===== src/rtl/alu_pkg.sv =====
// Shared definitions for the ALU front-end: default widths, FSM encodings and opcodes.
package alu_pkg;

    localparam int unsigned NbitsDefault = 8;
    localparam int unsigned CodOpDefault = 6;

    // Loader FSM; encodings are visible on the LEDs, so they are fixed.
    typedef enum logic [2:0] {
        StEsperaA   = 3'd0,
        StEsperaB   = 3'd1,
        StEsperaOp  = 3'd2,
        StCaptura   = 3'd3,
        StResultado = 3'd4
    } estado_e;

    // ALU opcodes (MIPS-style funct field values).
    localparam logic [5:0] OpAdd = 6'b100000;
    localparam logic [5:0] OpSub = 6'b100010;
    localparam logic [5:0] OpAnd = 6'b100100;
    localparam logic [5:0] OpOr  = 6'b100101;
    localparam logic [5:0] OpXor = 6'b100110;
    localparam logic [5:0] OpSra = 6'b000011;
    localparam logic [5:0] OpSrl = 6'b000010;
    localparam logic [5:0] OpNor = 6'b100111;

endpackage


===== src/rtl/btn_edge_sync.sv =====
// Button synchronizer followed by a rising-edge detector: one 1-cycle pulse per press.
// SYNC_STAGES must be at least 2.
module btn_edge_sync #(
    parameter int unsigned SYNC_STAGES = 2
) (
    input  logic clk_i,
    input  logic reset_ni,
    input  logic btn_i,
    output logic pulse_o
);

    logic [SYNC_STAGES-1:0] sync_d, sync_q;
    logic                   level_q;

    // Shift the raw button into the synchronizer chain.
    always_comb begin
        sync_d = {sync_q[SYNC_STAGES-2:0], btn_i};
    end

    // Synchronizer and previous-level flops, synchronously cleared.
    always_ff @(posedge clk_i) begin
        if (!reset_ni) begin
            sync_q  <= '0;
            level_q <= 1'b0;
        end else begin
            sync_q  <= sync_d;
            level_q <= sync_q[SYNC_STAGES-1];
        end
    end

    // Pulse is derived only from flops, so it never depends on the raw input directly.
    assign pulse_o = sync_q[SYNC_STAGES-1] & ~level_q;

endmodule


===== src/rtl/alu_input_loader.sv =====
// Loads ALU operands A, B and the opcode from switches under button control, then
// captures the ALU result into a held register. COD_OP must not exceed NBITS.
module alu_input_loader
    import alu_pkg::*;
#(
    parameter int unsigned NBITS       = NbitsDefault,
    parameter int unsigned COD_OP      = CodOpDefault,
    parameter int unsigned SYNC_STAGES = 2
) (
    input  logic              clk,
    input  logic              reset_n,
    input  logic [NBITS-1:0]  i_switches,
    input  logic              i_btn_a,
    input  logic              i_btn_b,
    input  logic              i_btn_op,
    output logic [NBITS-1:0]  operando_A,
    output logic [NBITS-1:0]  operando_B,
    output logic [COD_OP-1:0] cod_operacion,
    input  logic [NBITS-1:0]  ALU_Result,
    output logic [NBITS-1:0]  o_result,
    output logic              o_result_valid,
    output logic [2:0]        o_estado
);

    logic pulse_a, pulse_b, pulse_op;

    btn_edge_sync #(.SYNC_STAGES(SYNC_STAGES)) u_sync_a (
        .clk_i    (clk),
        .reset_ni (reset_n),
        .btn_i    (i_btn_a),
        .pulse_o  (pulse_a)
    );

    btn_edge_sync #(.SYNC_STAGES(SYNC_STAGES)) u_sync_b (
        .clk_i    (clk),
        .reset_ni (reset_n),
        .btn_i    (i_btn_b),
        .pulse_o  (pulse_b)
    );

    btn_edge_sync #(.SYNC_STAGES(SYNC_STAGES)) u_sync_op (
        .clk_i    (clk),
        .reset_ni (reset_n),
        .btn_i    (i_btn_op),
        .pulse_o  (pulse_op)
    );

    estado_e           state_q;
    logic [NBITS-1:0]  a_q, b_q, result_q;
    logic [COD_OP-1:0] op_q;
    logic              valid_q;

    // Loader FSM with all outputs registered; pulses not accepted by a state are dropped.
    always_ff @(posedge clk) begin
        if (!reset_n) begin
            state_q  <= StEsperaA;
            a_q      <= '0;
            b_q      <= '0;
            op_q     <= '0;
            result_q <= '0;
            valid_q  <= 1'b0;
        end else begin
            unique case (state_q)
                StEsperaA: begin
                    if (pulse_a) begin
                        a_q     <= i_switches;
                        state_q <= StEsperaB;
                    end
                end
                StEsperaB: begin
                    if (pulse_b) begin
                        b_q     <= i_switches;
                        state_q <= StEsperaOp;
                    end
                end
                StEsperaOp: begin
                    if (pulse_op) begin
                        op_q    <= i_switches[COD_OP-1:0];
                        state_q <= StCaptura;
                    end
                end
                StCaptura: begin
                    // ALU has seen the new opcode for a full cycle by now.
                    result_q <= ALU_Result;
                    valid_q  <= 1'b1;
                    state_q  <= StResultado;
                end
                StResultado: begin
                    // A new A restarts the sequence and wins over an opcode reload.
                    if (pulse_a) begin
                        a_q     <= i_switches;
                        valid_q <= 1'b0;
                        state_q <= StEsperaB;
                    end else if (pulse_op) begin
                        op_q    <= i_switches[COD_OP-1:0];
                        state_q <= StCaptura;
                    end
                end
                default: state_q <= StEsperaA;
            endcase
        end
    end

    assign operando_A     = a_q;
    assign operando_B     = b_q;
    assign cod_operacion  = op_q;
    assign o_result       = result_q;
    assign o_result_valid = valid_q;
    assign o_estado       = state_q;

endmodule


===== config.mk =====
export PLATFORM = sky130hd
export DESIGN_NAME = alu_input_loader
export DESIGN_NICKNAME = d
export VERILOG_FILES = /design/src/rtl/alu_pkg.sv /design/src/rtl/btn_edge_sync.sv /design/src/rtl/alu_input_loader.sv
export SDC_FILE = /design/constraint.sdc
export NUM_CORES = 1
export LEC_CHECK = 0
export ABC_AREA = 1
export CAP_MARGIN = 30
export CORE_MARGIN = 3
export CORE_UTILIZATION = 50
export CTS_BUF_LIST = sky130_fd_sc_hd__clkbuf_4 sky130_fd_sc_hd__clkbuf_8
export CTS_CLUSTER_DIAMETER = 30
export DETAILED_ROUTE_END_ITERATION = 7
export GPL_ROUTABILITY_DRIVEN = 1
export PLACE_DENSITY = 0.95
export SLEW_MARGIN = 20
export SYNTH_ARGS = -nofsm -noshare
export SYNTH_HDL_FRONTEND = slang
export SYNTH_SLANG_ARGS = --single-unit

===== constraint.sdc =====
create_clock -name clk -period 2.9 [get_ports clk]
set_input_delay 0.58 -clock clk [delete_from_list [all_inputs] [get_ports clk]]
set_output_delay 0.58 -clock clk [all_outputs]
set_load 0.02 [all_outputs]

# After elaboration in Yosys (flattened, before gate mapping)
# Index checks and enable logic that the tools add are counted.
[word_totals] out_inout_bits=34 ff_bits=43 elab_cells=45 input_bits=21
[classes] n_mux=10 reduce_logical=9 bitwise=6 n_eq_ne=8
[ops] operator="$pmux W3 S5" n=1
[ops] operator="$mux W3" n=4
[ops] operator="$mux W6" n=2
[ops] operator="$pmux W6 S2" n=1
[ops] operator="$reduce_and A2 Y1" n=5
[ops] operator="$ne A2 B2 Y1 const B" n=4
[ops] operator="$eq A3 B2 Y1 const B" n=2
[ops] operator="$reduce_bool A2 Y1" n=2
[ops] operator="$and A1 B1 Y1" n=3
[ops] operator="$eq A3 B1 Y1 const B" n=1
[ops] operator="$eq A3 B3 Y1 const B" n=1
[ops] operator="$logic_not A3 Y1" n=1
[ops] operator="$not A1 Y1" n=3
[ops] operator="$pmux W1 S2" n=1
[ops] operator="$reduce_or A2 Y1" n=1
[ops] operator="$mux W1" n=1

# Depth between registers and ports, before layout
# Gate-level depths: netlist of run 1.
[logic_depth] word_depth=5 depth_mapped=8 depth_no_buf=7

# Cells and area by module
# A second synthesis of run 1 with hierarchy kept.
[unflattened] cells_unflattened=201 area_unflattened_um2=1575.3
[by_module_without_submodules] mod="alu_input_loader" cells_each=168 seq_area_each_um2=680.7 area_each_um2=1297.5 n_inst=1
[by_module_without_submodules] mod="btn_edge_sync" cells_each=11 seq_area_each_um2=60.1 area_each_um2=92.6 n_inst=3

# Worst setup path after synthesis of run 1
# OpenSTA, ideal clock, no wires.
[synth_path] path_type="reg-to-reg" start="reg state_q[2], in the netlist o_estado[2]" end="reg op_q[0], in the netlist cod_operacion[0]" t_required_ns=2.787 period_less_slack_ns=1.280 setup_ns=0.113 path_slack_ns=1.620 t_arrival_ns=1.167 n_path_buf=1 stages_incl_launch_ff=9 path_cell_list="dfxtp_1 -> inv_1 -> nand3_1 -> nand2_1 -> nand3_2 -> buf_6 -> nand2_1 -> nand2_1 -> nor2_1"
[synth_via] elab_chain_cells=3 word_cells_on_any_way=6 cone_classes="3 x eq/ne; 1 x mux; 2 x reduce/logical"
[synth_rtl] item="start, declared" line_no="alu_input_loader.sv:48" rtl="estado_e state_q;"
[synth_rtl] item="start signal, assigned" line_no="alu_input_loader.sv:56" rtl="state_q <= StEsperaA;"
[synth_rtl] item="start signal, assigned" line_no="alu_input_loader.sv:67" rtl="state_q <= StEsperaB;"
[synth_rtl] item="start signal, assigned" line_no="alu_input_loader.sv:73" rtl="state_q <= StEsperaOp;"
[synth_rtl] item="$eq A3 B3 Y1 or $eq A3 B2 Y1 (tied branches)" line_no="alu_input_loader.sv:63" rtl="unique case (state_q)"
[synth_rtl] item="$ne A2 B2 Y1 (no line) or $reduce_bool A2 Y1 (tied branches)"
[synth_rtl] item="$reduce_and A2 Y1 (no line)"
[synth_rtl] item="end signal, assigned" line_no="alu_input_loader.sv:78" rtl="op_q <= i_switches[COD_OP-1:0];"
[synth_rtl] item="end signal, assigned" line_no="alu_input_loader.sv:95" rtl="op_q <= i_switches[COD_OP-1:0];"
[synth_rtl] item="end, declared" line_no="alu_input_loader.sv:50" rtl="logic [COD_OP-1:0] op_q;"
# Several ways; a longest one is shown, not always the timed one.
# A chain may end at the register's enable or synchronous reset.

# Worst setup path in the final report of run 1
[layout_path] start="reg state_q[2], in the netlist o_estado[2]" end="out o_estado[2]"
[layout_rtl] item="end, declared" line_no="alu_input_loader.sv:22" rtl="output logic [2:0] o_estado"
# No word-level cell between the ends.

==> impl_results.md, run 1 <==
* Outcome: completed
* Seq. cell area at 860.8 um2
* Vias in the first global route at 1,321
* H-tree depth at 2
* Final nets at between 200 and 300
* Post-DP HPWL at 2531 um
* Util after Layout at 0.7305
* Initial antenna violation count at 0
* Drc violations at 0
* Die H at 62.95 um
* Worst VDD drop at 0.3238 mV
* Die area at 3963 um2
* Final slew viol count at 0
* Initial core utilization at 0.5268
* Global-route wire length before repair at approximately 5900 um
* Tot Pwr at 1.228 mW
* DRT Wirelength at 3503 um
* GRT met2 Usage at 0.3070
* Slowest Stage Delay on Critical Path at 660 ps
* Area occupied by multi-input gates at just under 600 um2
* Final setup TNS at 0 ps
* # setup viols final at 0
* Worst path cell trace: clkdlybuf4s50_1
* Clk_lat worst skew at 360 ps
* Rows at 20
* Final-report hold violation count at 0
* Pleak at 0.9845 nW
* Busiest grt layer: met2
* Fmax at 0.4844 GHz
* Rel. slew slack at 0.7426
* Startpoint types: register
* Synth warnings at 0
* Crit path max-delay family: buffers and inverters
* CTS resizes at 0
* Die W at 62.95 um
* Longest Clk Path Bufs at 2
* Seq/Total Area, Yosys at 0.5309
* Mapped Cells at 213
* DR vias/cell at about 4.7
* Num CTS Buffers at 5
* Post-Syn Nets at 234
* Max Cap Violations at 0
* TritonCTS clock tree: yes
* Min-delay worst type: reg2reg
* Setup crit end kind: output port
* PwrDens at about 550 nW/um2
* Port bufs at 54
* Post-Synthesis Cell Area at approximately 1600 um2
* CTS root buf: clkbuf_4
* Ports at 55
* Slowest CP cell: clkdlybuf4s50_1
* Routed WL per cell at about 11 um
* DRT antenna net count at 0
* Synth cell types at 18
* DR vias at 1,464
* RSZ-0062 raised after global routing: no
* Setup CP Type: reg2out
* FF+latch count, synth at 43
* CP bufs+invs at 1
* Fillers at around 240
* Fin Clk Skew at 14.07 ps
* # hold bufs at CTS at 0
* Largest net degree at the start of global routing at 42
* Total GRT Usage at 0.1902
* Syn avg cell area at about 7.6 um2
* Crit path DAT at 1480 ps
* Final antenna diode count at 0
* Crit path max fanout at 5
* Area grow syn2layout at 38.66%
* DR pass1 iterations at 4
* Met3 Use GR at 0.06115
* Req. time, crit path at about 2300 ps
* Clock sinks at between 40 and 50
* DRT iter0 DRCs at 61
* Routing usage on met1 at 0.2205
* Worst slew pin tran at 385.7 ps
* Setup bufs post-CTS at 0
* CTS clock-pin slew for the worst setup and hold paths at about 120 ps
* Period utilisation layout at 0.7119
* Layout cells sized above 1 at 0.06320
* Minimum clock period at 2065 ps
* Grt ovf at 0
* Core Region at 3078 um2
* RePlAce Congestion at 0.8578
[final timing paths]
kind,to,start,depth (start not counted),slack [ps]
setup / recovery,o_estado[2],o_estado[2]$_SDFFE_PN0P_,1,840
hold / removal,u_sync_a.sync_q[1]$_SDFF_PN0_,u_sync_a.sync_q[0]$_SDFF_PN0_,2,430
setup reg to reg,operando_B[6]$_SDFFE_PN0P_,o_estado[0]$_SDFFE_PN0P_,7,1440
hold reg to reg,u_sync_a.sync_q[1]$_SDFF_PN0_,u_sync_a.sync_q[0]$_SDFF_PN0_,2,430
[state kept, by name, summed over array words and instances, names as in the netlist]
register	count
u_sync_a.level_q	1
o_estado	3
operando_B	8
o_result	8
u_sync_b.sync_q	2
operando_A	8
u_sync_a.sync_q	2
u_sync_op.level_q	1
o_result_valid	1
u_sync_op.sync_q	2
cod_operacion	6
u_sync_b.level_q	1
[layout by cell type (no fill, tap or decap)]
cell type	n
nor2_1	54
clkdlybuf4s50_1	54
dfxtp_1	43
nand2_1	31
inv_1	29
o21ai_0	26
a21oi_1	8
clkbuf_4	5
nand3_1	4
nor2_4	3
nand2_2	3
nand3_2	1
nor2_2	1
clkinv_1	1
nor3_1	1
o211ai_1	1
bufinv_16	1
clkinv_4	1
clkinv_2	1
buf_4	1
[synthesized netlist by cell type]
cell | n | share of area
nor2_1 | 54 | 0.12
clkbuf_2 | 1 | 0.0031
a21oi_1 | 8 | 0.025
nor2_2 | 1 | 0.0039
clkinv_1 | 1 | 0.0023
inv_1 | 29 | 0.067
nand2_2 | 3 | 0.012
buf_6 | 3 | 0.021
buf_4 | 2 | 0.0093
o211ai_1 | 1 | 0.0046
nand3_1 | 4 | 0.012
o21ai_0 | 26 | 0.080
nor2_4 | 3 | 0.021
dfxtp_1 | 43 | 0.53
nand2_1 | 31 | 0.072
clkbuf_1 | 1 | 0.0023
nor3_1 | 1 | 0.0031
nand3_2 | 1 | 0.0062
[report_power, final]
group | total (mW) | switching (mW) | internal (mW)
Clock | 0.380 | 0.199 | 0.181
Sequential | 0.636 | 0.0182 | 0.618
Combinational | 0.212 | 0.115 | 0.0971
Total | 1.23 | 0.332 | 0.896
[through the flow]
step                hold slack, ps  setup slack, ps  instance area, um2  std cells
floorplan                    390.5             1620                1622        213
finish                       426.1            835.5                2248        313
global route                 441.9            753.3                2248        313
detailed placement           403.0             1169                2167        305
global placement             391.8             1217                2167        305
CTS                          431.1            818.7                2248        313
[layer usage]
metal / up-vias / wire length, um / share of wire
met2: 53 / 1626 / 0.46
met3: 10 / 215 / 0.061
met4: 0 / 89 / 0.025
met1: 643 / 1572 / 0.45
met5: - / 0 / 0
li1: 758 / - / -
[final cells by class]
| cell class | count | share of cell area |
|---|---|---|
| sequential | 43 | 0.3829 |
| multi-input combinational | 133 | 0.2627 |
| timing repair buffer | 55 | 0.2437 |
| inverter | 30 | 0.05008 |
| tap | 44 | 0.02449 |
| clock inverter | 3 | 0.01948 |
| clock buffer | 5 | 0.01669 |
[cell families after synthesis]
family | share of synthesized area
AND/OR/NAND/NOR | 0.2546
flip-flops | 0.5309
buffers and inverters | 0.1049
AO/OA/AOI/OAI | 0.1096
Power figures use the tool's default switching activity.
==> run 2: changes to the inputs <==
Settings changed: CORE_UTILIZATION 50 to 42, PLACE_DENSITY 0.95 to 0.88.
Clock period 2.9 ns to 1.7 ns, I/O delays scaled along.
==> run 2 against run 1 <==
Net effect:
- final cell count grew 0.96%
- critical path depth is the same
- worst hold slack lost 13 ps
- cell area grew 1.9%
- via count shrank 1.1%
- critical path type unchanged
==> impl_results.md, run 2 (synthesis results as in run 1) <==
* Setup CP Type: reg2out
* Final nets at 290 (+0.35%)
* H-tree depth at 2 (unchanged)
* Worst slew pin tran at 332.0 ps (-53.65 ps)
* Vias in the first global route at 1,252 (-5.2%)
* Req. time, crit path at 1360 ps (-960 ps)
* Global-route wire length before repair at 5416 um (-7.5%)
* Final antenna diode count at 0 (unchanged)
* Int Pwr at 1.608 mW (+79%)
* Seq pwr share at 0.503 (-0.015)
* Share of power burned in combinational logic at 0.169 (-0.004)
* DRT antenna net count at 0 (unchanged)
* Num CTS Buffers at 5 (unchanged)
* Rows at 21 (+5.0%)
* Ports at 55 (unchanged)
* Port bufs at 54 (unchanged)
* Final setup TNS at 0 ps (unchanged)
* Initial core utilization at 0.4606 (-0.06627)
* Drc violations at 0 (unchanged)
* Worst path cell trace: clkdlybuf4s50_1
* Fmax at 0.6067 GHz
* Outcome: completed
* CTS root buf: clkbuf_8
* Clk_lat worst skew at 280 ps (-80 ps)
* Worst VDD drop at 0.5483 mV (+69%)
* Most common cell after layout, fill and taps aside: nor2_1
* Sw Pwr at 0.5427 mW (+63%)
* # setup viols final at 0 (unchanged)
* Initial antenna violation count at 0 (unchanged)
* Min-delay worst type: reg2reg
* DRT Wirelength at 3428 um (-2.1%)
* Rel. slew slack at 0.7784 (+0.03580)
* Die H at 68.14 um (+8.2%)
* Slowest Stage Delay on Critical Path at 630 ps (-30 ps)
* CTS clock-pin slew for the worst setup and hold paths at 80 ps (-40 ps)
* Startpoint types: register
* Setup bufs post-CTS at 0 (unchanged)
* Fillers at 332 (+37%)
* CP bufs+invs at 1 (unchanged)
* PwrDens at 938.9 nW/um2 (+72%)
* Final slew viol count at 0 (unchanged)
* Largest net degree at the start of global routing at 42 (unchanged)
* DR vias/cell at 4.582 (-2.0%)
* Worst r2r src: o_estado[2]$_SDFFE_PN0P_
* Setup crit end kind: output port
* Die W at 68.14 um (+8.2%)
* Routed WL per cell at 10.85 um (-3.1%)
* Fin Hold WS at 412.8 ps (-13.28 ps)
* Switching Fraction at 0.2523 (-0.01796)
* Core Region at 3521 um2 (+14%)
* Die area at 4642 um2 (+17%)
* Total GRT Usage at 0.1557 (-0.03452)
* Crit path max fanout at 3 (-2)
* DR vias at 1,448 (-1.1%)
* Post-DP HPWL at 2534 um (+0.13%)
* Crit path DAT at 1310 ps (-170 ps)
* Most frequent cells in the layout: 54 x nor2_1, 52 x clkdlybuf4s50_1, 43 x dfxtp_1, 31 x nand2_1, 29 x inv_1
* Final-report hold violation count at 0 (unchanged)
* Area grow syn2layout at 41.28%
* Layout cells sized above 1 at 0.06667 (+0.003470)
* Worst hold path startpoint: u_sync_op.sync_q[0]$_SDFF_PN0_
* Grt ovf at 0 (unchanged)
* Slowest CP cell: clkdlybuf4s50_1
* RSZ-0062 raised after global routing: no
* Clock sinks at 43 (unchanged)
* Pleak at 1.014 nW (+3.0%)
* Fin Clk Skew at 3.905 ps (-10.17 ps)
* TritonCTS clock tree: yes
* Minimum clock period at ~1600 ps
* Setup crit start: o_estado[0]$_SDFFE_PN0P_
* Crit path max-delay family: buffers and inverters
* Period utilisation layout at 0.9696
* RePlAce Congestion at 0.7942 (-7.4%)
* Longest Clk Path Bufs at 2 (unchanged)
* DR pass1 iterations at 4 (unchanged)
* Clk pwr share at 0.327 (+0.018)
* DRT iter0 DRCs at 148 (+140%)
* Max Cap Violations at 0 (unchanged)
## run 2: metal layers
metal / up-vias / GRT usage / wire, um
met5: - / 0 / 0
met4: 0 / 0.04467 / 12
met3: 2 / 0.05747 / 287
met2: 46 / 0.2611 / 1638
met1: 640 / 0.1857 / 1489
li1: 760 / - / -
## run 2: final cells by class
type	count	area, um2	area share
clock buffers	8	103.9	0.04533
multi-input cells	133	590.6	0.2578
repair buffers	56	565.5	0.2469
flip-flops and latches	43	860.8	0.3758
inverters	30	112.6	0.04915
well taps	46	57.56	0.02512
## run 2: what timing repair did
action | 4_1_cts | 5_1_grt
hold endpoints to repair | 0 | 0
hold buffers | 0 | 0
endpoints found under the setup margin | 2 | 0
resized for setup | 2 | 0
## run 2: metrics by stage
stage               setup slack [ps]  cell area (um2)  power (mW)  std cells  utilization
floorplan                      420.1             1622       1.316        213            -
global placement               306.0             2190       1.464        308       0.6219
detailed placement             281.3             2190       1.471        308       0.6219
CTS                            46.56             2291       2.163        316       0.6507
global route                   10.18             2291       2.248        316       0.6507
finish                         51.68             2291       2.151        316       0.6507
## run 2: final timing paths
kind                                    end  slack, ps  depth (start not counted)
max                             o_estado[0]         50                          1
min          u_sync_op.sync_q[1]$_SDFF_PN0_        410                          2
max reg2reg        o_estado[2]$_SDFFE_PN0P_        330                          5
min reg2reg  u_sync_op.sync_q[1]$_SDFF_PN0_        410                          2
## run 2: worst min-delay path, delay by kind of cell, from the launching register on
family	cells	cell delay (ps)
buf+inv	1	40
simple gates	1	40
flops	1	310
## run 2: power by group through the flow
stage               Clock, mW  Sequential, mW  Combinational (mW)
finish                  0.704            1.08               0.365
global route            0.757            1.09               0.404
CTS                     0.715            1.08               0.365
detailed placement          0            1.11               0.365
global placement            0            1.10               0.359
floorplan                   0            1.15               0.166
==> run 3: changes to the inputs <==
Settings changed: CORE_UTILIZATION 42 to 55, DONT_BUFFER_PORTS set to 1, PLACE_DENSITY 0.88 to 0.83.
==> run 3 against run 2 <==
Net effect:
- worst hold slack lost 330 ps
- largest power group unchanged
- critical endpoint is now operando_A[5]$_SDFFE_PN0P_
- setup slack gained 180 ps
- wire length shrank 8.6%
- clock power shrank 11%
==> impl_results.md, run 3 (synthesis results as in run 1) <==
* Req. time, crit path at 1930 ps (+570 ps)
* Rel. slew slack at 0.7185 (-0.05986)
* CTS root buf: clkbuf_4
* FF-to-FF setup slack at 230 ps (-100 ps)
* Hold path depth at 2 (unchanged)
* Clock sinks at 43 (unchanged)
* H-tree depth at 2 (unchanged)
* Pleak at 0.7966 nW (-21%)
* DRT iter0 DRCs at 30 (-80%)
* Rows at 19 (-9.5%)
* RR Endpoint: operando_A[5]$_SDFFE_PN0P_
* Die area at 3636 um2 (-22%)
* Setup crit end kind: register
* Fin Clk Skew at 9.528 ps (+5.623 ps)
* Worst hold path startpoint: reset_n
* RSZ-0062 raised after global routing: no
* Fmax at 0.6822 GHz (+12%)
* Top Metal Used: met4
* Setup ws final at 234.2 ps (+182.6 ps)
* DR vias/cell at 5.053 (+10%)
* Worst VDD drop at 0.9308 mV (+70%)
* Total GRT Usage at 0.1909 (+0.03516)
* PwrDens at 1148 nW/um2 (+22%)
* Worst hold endpoint: u_sync_op.sync_q[1]$_SDFF_PN0_
* Setup CP Type: reg2reg
* Fillers at 255 (-23%)
* Initial antenna violation count at 0 (unchanged)
* Drc violations at 0 (unchanged)
* Worst R2R Path Depth at 5 (unchanged)
* Vias in the first global route at 1,157 (-7.6%)
* Ports at 55 (unchanged)
* Clk_lat worst skew at 350 ps (+70 ps)
* Final nets at 237 (-18%)
* DRT Wirelength at 3134 um (-8.6%)
* Die H at 60.30 um (-11%)
* Final antenna diode count at 0 (unchanged)
* Crit path max fanout at 11 (+8)
* Worst slew pin tran at 421.6 ps (+89.58 ps)
* Worst r2r src: o_estado[1]$_SDFFE_PN0P_
* CTS resizes at 0 (-2)
* Area grow syn2layout at 4.861%
* DR pass1 iterations at 4 (unchanged)
* Final-report hold violation count at 0 (unchanged)
* RePlAce Congestion at 0.8347 (+5.1%)
* Fin Hold WS at 87.43 ps (-325.4 ps)
* Wl on met1 at 1221 um (-18%)
* Startpoint types: register
* Longest Clk Path Bufs at 2 (unchanged)
* Layout cells sized above 1 at 0.08333 (+0.01667)
* Initial core utilization at 0.5830 (+0.1224)
* Largest net degree at the start of global routing at 42 (unchanged)
* Num CTS Buffers at 5 (unchanged)
* Period utilisation layout at 0.8622 (-0.1074)
* Global-route wire length before repair at 5023 um (-7.3%)
* Die W at 60.30 um (-11%)
* Grt ovf at 0 (unchanged)
* Seq. cell area at 860.8 um2 (unchanged)
* Pre-CTS WS at 246.1 ps (-35.14 ps)
* DR vias at 1,248 (-14%)
* DR WL met2 at 1490 um (-9.0%)
* TritonCTS clock tree: yes
* # setup viols final at 0 (unchanged)
* Most common cell after layout, fill and taps aside: nor2_1
* CTS clock-pin slew for the worst setup and hold paths at 110 ps (+30 ps)
* Crit path DAT at 1700 ps (+390 ps)
* Setup bufs post-CTS at 0 (unchanged)
* Port bufs at 0 (-100%)
* Routed WL per cell at 12.69 um (+17%)
* Max Cap Violations at 0 (unchanged)
* Post-DP HPWL at 2288 um (-9.7%)
* Final setup TNS at 0 ps (unchanged)
* # hold bufs at CTS at 0 (unchanged)
* Final slew viol count at 0 (unchanged)
* DRT antenna net count at 0 (unchanged)
* Area occupied by multi-input gates at 590.6 um2 (unchanged)
* Minimum clock period at 1466 ps (-182.6 ps)
* Min-delay worst type: in2reg
* Outcome: completed
* Met3 WL at 365 um (+27%)
* Core Region at 2781 um2 (-21%)
* Most frequent cells in the layout: 54 x nor2_1, 43 x dfxtp_1, 31 x nand2_1, 29 x inv_1, 26 x o21ai_0
[run 3: changes by cell type in the layout (fill, tap and decap cells not counted), sizes merged]
cell,change
clkdlybuf4s50,-52
clkbuf,-2
dlygate4sd2,-2
bufinv,+1
buf,+1
[run 3: worst max path at each step]
| stage | to | cells after the start | start | slack (ps) |
|---|---|---|---|---|
| global placement | operando_A[3]$_SDFFE_PN0P_ | 5 | o_estado[1]$_SDFFE_PN0P_ | 260 |
| CTS | operando_A[3]$_SDFFE_PN0P_ | 5 | o_estado[1]$_SDFFE_PN0P_ | 240 |
| finish | operando_A[5]$_SDFFE_PN0P_ | 5 | o_estado[1]$_SDFFE_PN0P_ | 230 |
| detailed placement | operando_A[5]$_SDFFE_PN0P_ | 5 | o_estado[1]$_SDFFE_PN0P_ | 250 |
| global route | operando_A[3]$_SDFFE_PN0P_ | 5 | o_estado[1]$_SDFFE_PN0P_ | 30 |
| floorplan | cod_operacion[0]$_SDFFE_PN0P_ | 8 | o_estado[2]$_SDFFE_PN0P_ | 420 |
[run 3: cell type report]
type	instances	share of cell area
sequential	43	0.5063
inverter	30	0.06623
timing repair buffer	3	0.01325
multi-input combinational	133	0.3473
tap	31	0.02281
clock buffer	6	0.02649
clock inverter	1	0.01766
[run 3: routing by layer]
layer / vias to the layer above / track usage
met4: 0 / 0.08544
met1: 546 / 0.2024
li1: 654 / -
met2: 40 / 0.3056
met3: 8 / 0.1123
met5: - / 0
[run 3: through the flow]
step	area (um2)	utilization	instances	power (mW)
floorplan	1622	-	213	1.316
global placement	1625	0.5843	240	1.344
detailed placement	1625	0.5843	240	1.349
CTS	1700	0.6113	247	1.973
global route	1700	0.6113	247	2.042
finish	1700	0.6113	247	1.951
[run 3: report_power, final]
group | switching [mW] | internal [mW]
registers | 0.0724 | 1.05
logic | 0.124 | 0.0748
clock network | 0.307 | 0.319
[run 3: critical path: stages, from the launching register on]
cell and delay, ps:
dfxtp_1 600, nor2_4 90, nand2_1 200, inv_1 210, o21ai_0 190, a21oi_1 60
